`src/rtl/fetch_pkg.sv`:
```
// -----------------------------------------------------------------------------
// fetch_pkg
// Shared encodings for the fetch sequencer:
//   pcsel_e       - PC-update select driven on pcjumpenable (INC/REL/ABS/HOLD)
//   fetch_state_e - sequencer FSM states (BOOT/RUN/FLUSH/HALT)
//   arb_sel_e     - which request the redirect arbiter picked this cycle
//   sat_inc16     - saturating 16-bit increment for the redirect counter
// Optional feature macro used by the files importing this package:
//   FETCH_SEQ_TRAP_EN
// -----------------------------------------------------------------------------
package fetch_pkg;

    typedef enum logic [2:0] {
        PCSEL_INC  = 3'd0,
        PCSEL_REL  = 3'd1,
        PCSEL_ABS  = 3'd2,
        PCSEL_HOLD = 3'd3
    } pcsel_e;

    typedef enum logic [1:0] {
        BOOT  = 2'd0,
        RUN   = 2'd1,
        FLUSH = 2'd2,
        HALT  = 2'd3
    } fetch_state_e;

    typedef enum logic [2:0] {
        SEL_NONE  = 3'd0,
        SEL_TRAP  = 3'd1,
        SEL_BR    = 3'd2,
        SEL_JMP   = 3'd3,
        SEL_HALT  = 3'd4,
        SEL_STALL = 3'd5
    } arb_sel_e;

    localparam int REDIRECT_CNT_W = 16;

    // Counter sticks at all-ones instead of wrapping.
    function automatic logic [REDIRECT_CNT_W-1:0] sat_inc16(
        input logic [REDIRECT_CNT_W-1:0] value
    );
        if (value == {REDIRECT_CNT_W{1'b1}}) begin
            return value;
        end
        return value + 1'b1;
    endfunction

endpackage : fetch_pkg

```
`src/rtl/fetch_sequencer_arbiter.sv`:
```
// -----------------------------------------------------------------------------
// redirect_arbiter
// Purely combinational fixed-priority select between the sources that can move
// the fetch PC. Priority, highest first: trap, execute branch, decode jump,
// halt request, stall. Each source is qualified by an enable from the FSM so
// that the same arbiter serves every state (e.g. decode jumps are masked while
// flushing because they are on the wrong path).
//
// Ports
//   en_*_i            in  1      state-dependent source enables
//   trap_req_i        in  1      trap request (tied low when traps are not built)
//   ex_br_valid_i     in  1      taken branch from execute
//   ex_br_offset_i    in  OFF_W  signed PC-relative offset
//   dec_jmp_valid_i   in  1      absolute jump from decode
//   dec_jmp_target_i  in  PC_W   absolute jump target
//   halt_req_i        in  1      request to enter HALT
//   stall_i           in  1      decode hazard
//   pcsel_o           out 3      selected PC update (INC when nothing wins)
//   pcchange_o        out OFF_W  offset when REL, else 0
//   pclocation_o      out PC_W   target when ABS, else 0
//   accept_o          out 1      a redirect (trap/branch/jump) was taken
//   kind_o            out 3      which source won
// Optional feature macro: FETCH_SEQ_TRAP_EN (handled by the instantiating top)
// -----------------------------------------------------------------------------
module redirect_arbiter
    import fetch_pkg::*;
#(
    parameter int              PC_W        = 20,
    parameter int              OFF_W       = 9,
    parameter logic [PC_W-1:0] TRAP_VECTOR = 20'h10
) (
    input  logic              en_trap_i,
    input  logic              en_br_i,
    input  logic              en_jmp_i,
    input  logic              en_halt_i,
    input  logic              en_stall_i,
    input  logic              trap_req_i,
    input  logic              ex_br_valid_i,
    input  logic [OFF_W-1:0]  ex_br_offset_i,
    input  logic              dec_jmp_valid_i,
    input  logic [PC_W-1:0]   dec_jmp_target_i,
    input  logic              halt_req_i,
    input  logic              stall_i,
    output pcsel_e            pcsel_o,
    output logic [OFF_W-1:0]  pcchange_o,
    output logic [PC_W-1:0]   pclocation_o,
    output logic              accept_o,
    output arb_sel_e          kind_o
);

    always_comb begin
        pcsel_o      = PCSEL_INC;
        pcchange_o   = '0;
        pclocation_o = '0;
        accept_o     = 1'b0;
        kind_o       = SEL_NONE;

        if (en_trap_i && trap_req_i) begin
            pcsel_o      = PCSEL_ABS;
            pclocation_o = TRAP_VECTOR;
            accept_o     = 1'b1;
            kind_o       = SEL_TRAP;
        end else if (en_br_i && ex_br_valid_i) begin
            // Execute is older than decode, so a concurrent decode jump is dropped.
            pcsel_o    = PCSEL_REL;
            pcchange_o = ex_br_offset_i;
            accept_o   = 1'b1;
            kind_o     = SEL_BR;
        end else if (en_jmp_i && dec_jmp_valid_i) begin
            pcsel_o      = PCSEL_ABS;
            pclocation_o = dec_jmp_target_i;
            accept_o     = 1'b1;
            kind_o       = SEL_JMP;
        end else if (en_halt_i && halt_req_i) begin
            pcsel_o = PCSEL_HOLD;
            kind_o  = SEL_HALT;
        end else if (en_stall_i && stall_i) begin
            pcsel_o = PCSEL_HOLD;
            kind_o  = SEL_STALL;
        end
    end

endmodule : redirect_arbiter

```
`src/rtl/fetch_sequencer.sv`:
```
// -----------------------------------------------------------------------------
// fetch_sequencer
// Fetch-stage control: drives the PC-update controls every cycle, arbitrates
// redirects from decode/execute (and optionally traps), holds the PC on stall
// or halt, inserts FLUSH_DEPTH bubble cycles after every redirect and counts
// accepted redirects.
//
// Ports
//   clock            in   1      system clock, rising edge
//   reset_n          in   1      asynchronous active-low reset
//   stall            in   1      decode hazard; hold PC
//   ex_br_valid      in   1      execute taken branch
//   ex_br_offset     in   OFF_W  signed PC-relative offset
//   dec_jmp_valid    in   1      decode absolute jump
//   dec_jmp_target   in   PC_W   absolute target
//   halt_req         in   1      enter HALT (held by requester until taken)
//   resume           in   1      leave HALT
//   pcjumpenable     out  3      0=INC 1=REL 2=ABS 3=HOLD (combinational)
//   pcchange         out  OFF_W  offset when REL, else 0
//   pclocation       out  PC_W   target when ABS, else 0
//   flush            out  1      registered; decode discards its instruction
//   halted           out  1      registered; FSM is in HALT
//   redirect_count   out  16     saturating count of accepted redirects
//   trap_req         in   1      (FETCH_SEQ_TRAP_EN only) trap request
//   trap_ack         out  1      (FETCH_SEQ_TRAP_EN only) high in the cycle the
//                                trap redirect is driven
// Optional feature macro: FETCH_SEQ_TRAP_EN
// FLUSH_DEPTH must lie in 1..7 (3-bit bubble counter).
// -----------------------------------------------------------------------------
module fetch_sequencer
    import fetch_pkg::*;
#(
    parameter int              PC_W         = 20,
    parameter int              OFF_W        = 9,
    parameter int              FLUSH_DEPTH  = 2,
    parameter logic [PC_W-1:0] RESET_VECTOR = '0,
    parameter logic [PC_W-1:0] TRAP_VECTOR  = 20'h10
) (
    input  logic              clock,
    input  logic              reset_n,
    input  logic              stall,
    input  logic              ex_br_valid,
    input  logic [OFF_W-1:0]  ex_br_offset,
    input  logic              dec_jmp_valid,
    input  logic [PC_W-1:0]   dec_jmp_target,
    input  logic              halt_req,
    input  logic              resume,
    output logic [2:0]        pcjumpenable,
    output logic [OFF_W-1:0]  pcchange,
    output logic [PC_W-1:0]   pclocation,
    output logic              flush,
    output logic              halted,
    output logic [15:0]       redirect_count
`ifdef FETCH_SEQ_TRAP_EN
    ,
    input  logic              trap_req,
    output logic              trap_ack
`endif
);

    localparam logic [2:0] FLUSH_LOAD = 3'(FLUSH_DEPTH);

    fetch_state_e       state_q, state_d;
    logic [2:0]         flush_cnt_q, flush_cnt_d;
    logic               flush_q;
    logic               halted_q;
    logic [15:0]        redirect_count_q;

    pcsel_e             pcsel_c;
    logic [OFF_W-1:0]   pcchange_c;
    logic [PC_W-1:0]    pclocation_c;
    logic               count_inc;
    logic               trap_ack_c;
    logic               trap_req_int;

    logic               en_trap, en_br, en_jmp, en_halt, en_stall;
    pcsel_e             arb_pcsel;
    logic [OFF_W-1:0]   arb_pcchange;
    logic [PC_W-1:0]    arb_pclocation;
    logic               arb_accept;
    arb_sel_e           arb_kind;

`ifdef FETCH_SEQ_TRAP_EN
    assign trap_req_int = trap_req;
`else
    // Without traps the request is a constant zero, so the trap branch of the
    // arbiter folds away.
    assign trap_req_int = 1'b0;
`endif

    // Source enables depend only on the registered state, which keeps the
    // arbiter free of any combinational loop through the FSM.
    assign en_trap  = (state_q != BOOT);
    assign en_br    = (state_q == RUN) || (state_q == FLUSH);
    assign en_jmp   = (state_q == RUN);
    assign en_halt  = (state_q == RUN);
    assign en_stall = (state_q == RUN);

    redirect_arbiter #(
        .PC_W        (PC_W),
        .OFF_W       (OFF_W),
        .TRAP_VECTOR (TRAP_VECTOR)
    ) u_arbiter (
        .en_trap_i        (en_trap),
        .en_br_i          (en_br),
        .en_jmp_i         (en_jmp),
        .en_halt_i        (en_halt),
        .en_stall_i       (en_stall),
        .trap_req_i       (trap_req_int),
        .ex_br_valid_i    (ex_br_valid),
        .ex_br_offset_i   (ex_br_offset),
        .dec_jmp_valid_i  (dec_jmp_valid),
        .dec_jmp_target_i (dec_jmp_target),
        .halt_req_i       (halt_req),
        .stall_i          (stall),
        .pcsel_o          (arb_pcsel),
        .pcchange_o       (arb_pcchange),
        .pclocation_o     (arb_pclocation),
        .accept_o         (arb_accept),
        .kind_o           (arb_kind)
    );

    // Next-state and PC-control decode.
    always_comb begin
        state_d      = state_q;
        flush_cnt_d  = flush_cnt_q;
        pcsel_c      = PCSEL_HOLD;
        pcchange_c   = '0;
        pclocation_c = '0;

        case (state_q)
            BOOT: begin
                pcsel_c      = PCSEL_ABS;
                pclocation_c = RESET_VECTOR;
                state_d      = FLUSH;
                flush_cnt_d  = FLUSH_LOAD;
            end

            RUN: begin
                pcsel_c      = arb_pcsel;
                pcchange_c   = arb_pcchange;
                pclocation_c = arb_pclocation;
                if (arb_accept) begin
                    state_d     = FLUSH;
                    flush_cnt_d = FLUSH_LOAD;
                end else if (arb_kind == SEL_HALT) begin
                    state_d = HALT;
                end
            end

            FLUSH: begin
                // Decode jumps and stalls are masked here, so the arbiter
                // falls back to INC unless a branch or trap wins.
                pcsel_c      = arb_pcsel;
                pcchange_c   = arb_pcchange;
                pclocation_c = arb_pclocation;
                if (arb_accept) begin
                    flush_cnt_d = FLUSH_LOAD;
                end else if (flush_cnt_q == 3'd1) begin
                    state_d     = RUN;
                    flush_cnt_d = '0;
                end else begin
                    flush_cnt_d = flush_cnt_q - 3'd1;
                end
            end

            HALT: begin
                // Only a trap can redirect out of HALT; resume holds the PC for
                // the exit cycle and fetch restarts with INC in RUN.
                if (arb_accept) begin
                    pcsel_c      = arb_pcsel;
                    pcchange_c   = arb_pcchange;
                    pclocation_c = arb_pclocation;
                    state_d      = FLUSH;
                    flush_cnt_d  = FLUSH_LOAD;
                end else if (resume) begin
                    state_d = RUN;
                end
            end

            default: begin
                state_d = BOOT;
            end
        endcase
    end

    // Arbiter enables are all low in BOOT, so the boot load is never counted.
    assign count_inc  = arb_accept;
    assign trap_ack_c = arb_accept && (arb_kind == SEL_TRAP);

    always_ff @(posedge clock or negedge reset_n) begin
        if (!reset_n) begin
            state_q          <= BOOT;
            flush_cnt_q      <= '0;
            flush_q          <= 1'b0;
            halted_q         <= 1'b0;
            redirect_count_q <= '0;
        end else begin
            state_q     <= state_d;
            flush_cnt_q <= flush_cnt_d;
            flush_q     <= (state_d == FLUSH);
            halted_q    <= (state_d == HALT);
            if (count_inc) begin
                redirect_count_q <= sat_inc16(redirect_count_q);
            end
        end
    end

    // PC controls are forced to HOLD/0 while reset is asserted, independent of
    // the clock.
    assign pcjumpenable   = reset_n ? pcsel_c      : PCSEL_HOLD;
    assign pcchange       = reset_n ? pcchange_c   : '0;
    assign pclocation     = reset_n ? pclocation_c : '0;
    assign flush          = flush_q;
    assign halted         = halted_q;
    assign redirect_count = redirect_count_q;

`ifdef FETCH_SEQ_TRAP_EN
    assign trap_ack = reset_n && trap_ack_c;
`else
    logic unused_trap;
    assign unused_trap = trap_ack_c;
`endif

endmodule : fetch_sequencer

```
`config.mk`:
```
export PLATFORM = sky130hd
export DESIGN_NAME = fetch_sequencer
export DESIGN_NICKNAME = d
export VERILOG_FILES = /design/src/rtl/fetch_pkg.sv /design/src/rtl/fetch_sequencer_arbiter.sv /design/src/rtl/fetch_sequencer.sv
export SDC_FILE = /design/constraint.sdc
export NUM_CORES = 1
export LEC_CHECK = 0
export ABC_AREA = 1
export BUFFER_PORTS_ARGS = -buffer_cell sky130_fd_sc_hd__buf_2
export CORE_MARGIN = 5
export CORE_UTILIZATION = 46
export DETAILED_ROUTE_END_ITERATION = 10
export PLACE_DENSITY = 0.87
export SYNTH_ARGS = -nofsm -noshare
export SYNTH_HDL_FRONTEND = slang
export SYNTH_SLANG_ARGS = --single-unit
```
`constraint.sdc`:
```
create_clock -name clock -period 2.2 [get_ports clock]
set_input_delay 0.44 -clock clock [delete_from_list [all_inputs] [get_ports clock]]
set_output_delay 0.44 -clock clock [all_outputs]
set_load 0.05 [all_outputs]
```
==> results.md <==
- The routed design could run at a clock period as short as 2.36 ns.
- The die outline height is 72.3 µm.
- The total routing usage reported by global routing is between 20% and 30%.
- The repair_antennas step left the layout with diodes totalling 0.
- The simple-gate portion of the synthesized area is 41.2%.
- STA classifies the critical path endpoint as a primary output.
- The via total after detailed routing is ~2300.
- The mapped netlist covers 1780 µm².
- After the last flow step, the layout net total stands at 412.
- The number of max-cap violations is 0.
- The detailed placement HPWL is 4.23 mm.
- Measured along the x axis, the die boundary spans between 70 and 80 µm.
- The terminus of the critical flop-to-flop path is halted.
- The detailed-route DRC error count is 0.
- The number of storage elements in the synthesis netlist is 23.
- The number of top-level pins is 86.
- The maximum level of the CTS H-tree is 1.
- Data on the critical path arrives at its endpoint at between 1.5 and 2 ns.
- The area growth from synthesis to layout is 63.1%.
- The flow ran to the end, but the final reports show violations.
- The design draws 2660 µW.
- Derived from the worst setup path, the maximum achievable clock frequency is 423 MHz.
- The first-pass iteration count of the detailed router is 7.
- The fraction of final layout cells sized beyond drive strength 1 is 43.1%.
- The root buffer cell is sky130_fd_sc_hd__clkbuf_8.
- The synthesized netlist devotes 5.61% of its cell area to adder and majority cells.
- For this run, the number of Yosys warnings is 0.
- The internal reg-to-reg setup slack is a little under 0.4 ns.
- The final RePlAce weighted congestion is 0.888.
- The leftover overflow at the end of global routing is 0.
- For this run, the leading register cell type out of synthesis is sky130_fd_sc_hd__dfrtp_1.
- The number of buffers added on ports is 84.
- The number of nets in the synthesized netlist is 314.
- The worst-case reg-to-reg path depth is 8.
- In the routed layout, each cell is associated on average with a via count of 5.48.
- The post-synthesis share of cell area spent on xor and xnor gates is 3.44%.
- The die covers 5220 µm².
- Setup repair after global routing could not meet its margin everywhere.
- The worst setup path is launched from a flip-flop.
- The cell type with the highest aggregate area in the netlist is sky130_fd_sc_hd__dfrtp_1.
- The required time of the critical path is 1.76 ns.
- The count of pins over their slew limit is 0.
- The library cell used most frequently in the layout, excluding fill and tap cells, is sky130_fd_sc_hd__nand2_1.
- After detailed routing, the average wire length per cell comes to 17.2 µm.
- The clock latency on the worst-skew pair is 0.28 ns.
- The portion of netlist area occupied by mux cells is 0%.
- The static leakage is between 0.0015 and 0.002 µW.
- The checks that failed: setup timing.
- The peak supply drop is approximately 0.00070 V.
- The core box area is between 3000 and 4000 µm².
- The share of flip-flops with an asynchronous set or reset is 100%.
- Setup violations remaining at the end of the flow were counted as 22.
- The initial antenna violation count is 0.
- In this run the critical register-to-register path is launched from state_q[0].
- The number of hold violations in the final report is 0.
- In this run the biggest area consumer among cell types represents 32.3% of the synthesized area.
- Entering global routing, the biggest net connects 26 pins.
- The number of different library cells used by synthesis comes to 27.
- In this run the worst hold path is classified as primary input to async pin.
- The count of flip-flops with a built-in enable after synthesis is 0.
- The detailed router finished its first iteration with roughly 240 violations.
- The wire length of the first global-routing pass is 10.4 mm.
- The number of clock sinks is 23.
- Sequential cells were found to cover 32.3% of the synthesized design area.
- The via count of the first global-routing pass is 2184.
- After synthesis, the largest family of logic cells by area is simple AND/OR/NAND/NOR gates.
- Sorting the synthesized cells by area gives the leading types as sky130_fd_sc_hd__dfrtp_1 (32%), sky130_fd_sc_hd__nand2_1 (16%), sky130_fd_sc_hd__inv_1 (9.1%), sky130_fd_sc_hd__nor2_1 (8.6%), sky130_fd_sc_hd__ha_1 (5.6%).
- The floorplan has 22 rows.
- The worst hold margin is a little under 0.2 ns.
- Once routing completed, OpenROAD measured the worst setup slack at -0.162 ns.
- The clock passes through at most 2 buffers.
- Summing the areas of all compound-gate instances in the mapped netlist gives between 5 and 6% of the synthesized area.
- Summed over all layers, the routed wires come to 7.13 mm.
- The power density over the cells is 916 nW/µm².
- The TritonCTS clock tree is built.
- The synthesized area per cell is ~6.6 µm².
- The top cell types in the final layout, fill and taps aside, are sky130_fd_sc_hd__nand2_1 (77), sky130_fd_sc_hd__buf_2 (53), sky130_fd_sc_hd__inv_1 (40), sky130_fd_sc_hd__buf_6 (25).
- The starting density of the core is 48.0%.
- The number of standard cells after synthesis is 270.
- The maximum fanout encountered on the critical timing path is 10.
- The CTS buffer count is 3.
- The number of hold buffers added after cts is 0.
- The number of antenna-violating nets in the routed design is 0.
- The type of the worst setup path is flip-flop to primary output.
- Between clock sinks in the finished design, the worst skew comes to about 0.013 ns.
- The filler cells instantiated in the layout total between 200 and 250.
- Clock-pin slew was measured on the worst setup and hold paths at 0.09 ns.
- The share of the clock period used by the worst path after layout is 107%.
what timing repair did:
item	in CTS	in global routing
cloned	2	1
setup buffers	2	1
endpoints found under the setup margin	31	31
pin swaps	4	7
resized for setup	53	34
how the worst max path moves through the flow:
stage	startpoint	end	slack, ns	cells past startpoint
floorplan	state_q[1]	pcchange[0]	-0.16	5
CTS	state_q[0]	pclocation[7]	-0.03	9
global route	state_q[1]	pcjumpenable[0]	-0.28	8
finish	state_q[0]	pcjumpenable[1]	-0.16	7
detailed placement	state_q[0]	pclocation[0]	0.04	7
global placement	state_q[0]	pclocation[3]	0.13	7
cell families (layout without fill, tap and decap cells):
group                      count (synthesis)  after routing
adders and majority gates                  8              8
other                                      1              1
xor gates and xnor gates                   7              7
and+or+nand+nor                          160            160
DFF                                       23             23
AOI/OAI and AO/OA                         18             18
buffers and inverters                     53            150
state kept, by name, indices dropped and copies added (netlist names):
name            cells
state_q             2
flush               1
redirect_count     16
halted              1
flush_cnt_q         3
metal layers:
| metal | vias up | wire length [µm] | track usage (%) |
|---|---|---|---|
| met5 | - | 0 | 0 |
| met4 | 0 | 413 | 11.1 |
| met3 | 37 | 441 | 4.71 |
| met2 | 139 | 3920 | 45.7 |
| met1 | 1077 | 2350 | 28.2 |
| li1 | 1020 | - | - |
cell type report:
cell class / instances / area, µm² / share of cell area [%]
clock buffers: 4 / 45.0 / 1.55
multi-input cells: 194 / 1240 / 42.7
repair buffers: 98 / 805 / 27.7
flip-flops and latches: 23 / 576 / 19.8
inverters: 48 / 180 / 6.20
well taps: 48 / 60.1 / 2.07
worst max-delay path: stages, from the launching register on:
cell and delay (ns):
sky130_fd_sc_hd__dfrtp_1 0.37, sky130_fd_sc_hd__inv_2 0.07, sky130_fd_sc_hd__ha_4 0.30, sky130_fd_sc_hd__nand2_2 0.12
sky130_fd_sc_hd__buf_4 0.22, sky130_fd_sc_hd__a31oi_1 0.22, sky130_fd_sc_hd__nand3_1 0.13, sky130_fd_sc_hd__buf_4 0.22
metrics by stage:
step,util [%],setup WS (ns),setup TNS (ns),instances,cell area (µm²)
floorplan,-,-0.163,-1.60,270,1990
global placement,67.3,0.129,0,405,2500
detailed placement,67.3,0.0448,0,405,2500
CTS,74.6,-0.0288,-0.454,413,2770
global route,78.2,-0.285,-4.16,415,2910
finish,78.2,-0.162,-2.77,415,2910
synth_stat cells (2+ instances only):
| cell | count |
|---|---|
| sky130_fd_sc_hd__dfrtp_1 | 23 |
| sky130_fd_sc_hd__xnor2_1 | 7 |
| sky130_fd_sc_hd__inv_2 | 5 |
| sky130_fd_sc_hd__inv_1 | 43 |
| sky130_fd_sc_hd__a21oi_1 | 4 |
| sky130_fd_sc_hd__o21ai_0 | 6 |
| sky130_fd_sc_hd__nand2_1 | 77 |
| sky130_fd_sc_hd__nand3_1 | 12 |
| sky130_fd_sc_hd__nor2_4 | 2 |
| sky130_fd_sc_hd__nor2_2 | 4 |
| sky130_fd_sc_hd__nand4_1 | 6 |
| sky130_fd_sc_hd__nand2_2 | 5 |
| sky130_fd_sc_hd__o21ai_1 | 4 |
| sky130_fd_sc_hd__ha_1 | 8 |
| sky130_fd_sc_hd__a31oi_1 | 2 |
| sky130_fd_sc_hd__clkbuf_1 | 2 |
| sky130_fd_sc_hd__nor3b_1 | 9 |
| sky130_fd_sc_hd__nand2_4 | 2 |
| sky130_fd_sc_hd__nor2_1 | 41 |
report_power, final:
group	internal, µW	switching [µW]
registers	526	111
logic	553	1200
clock network	130	139
(Power assumes the default switching activity.)
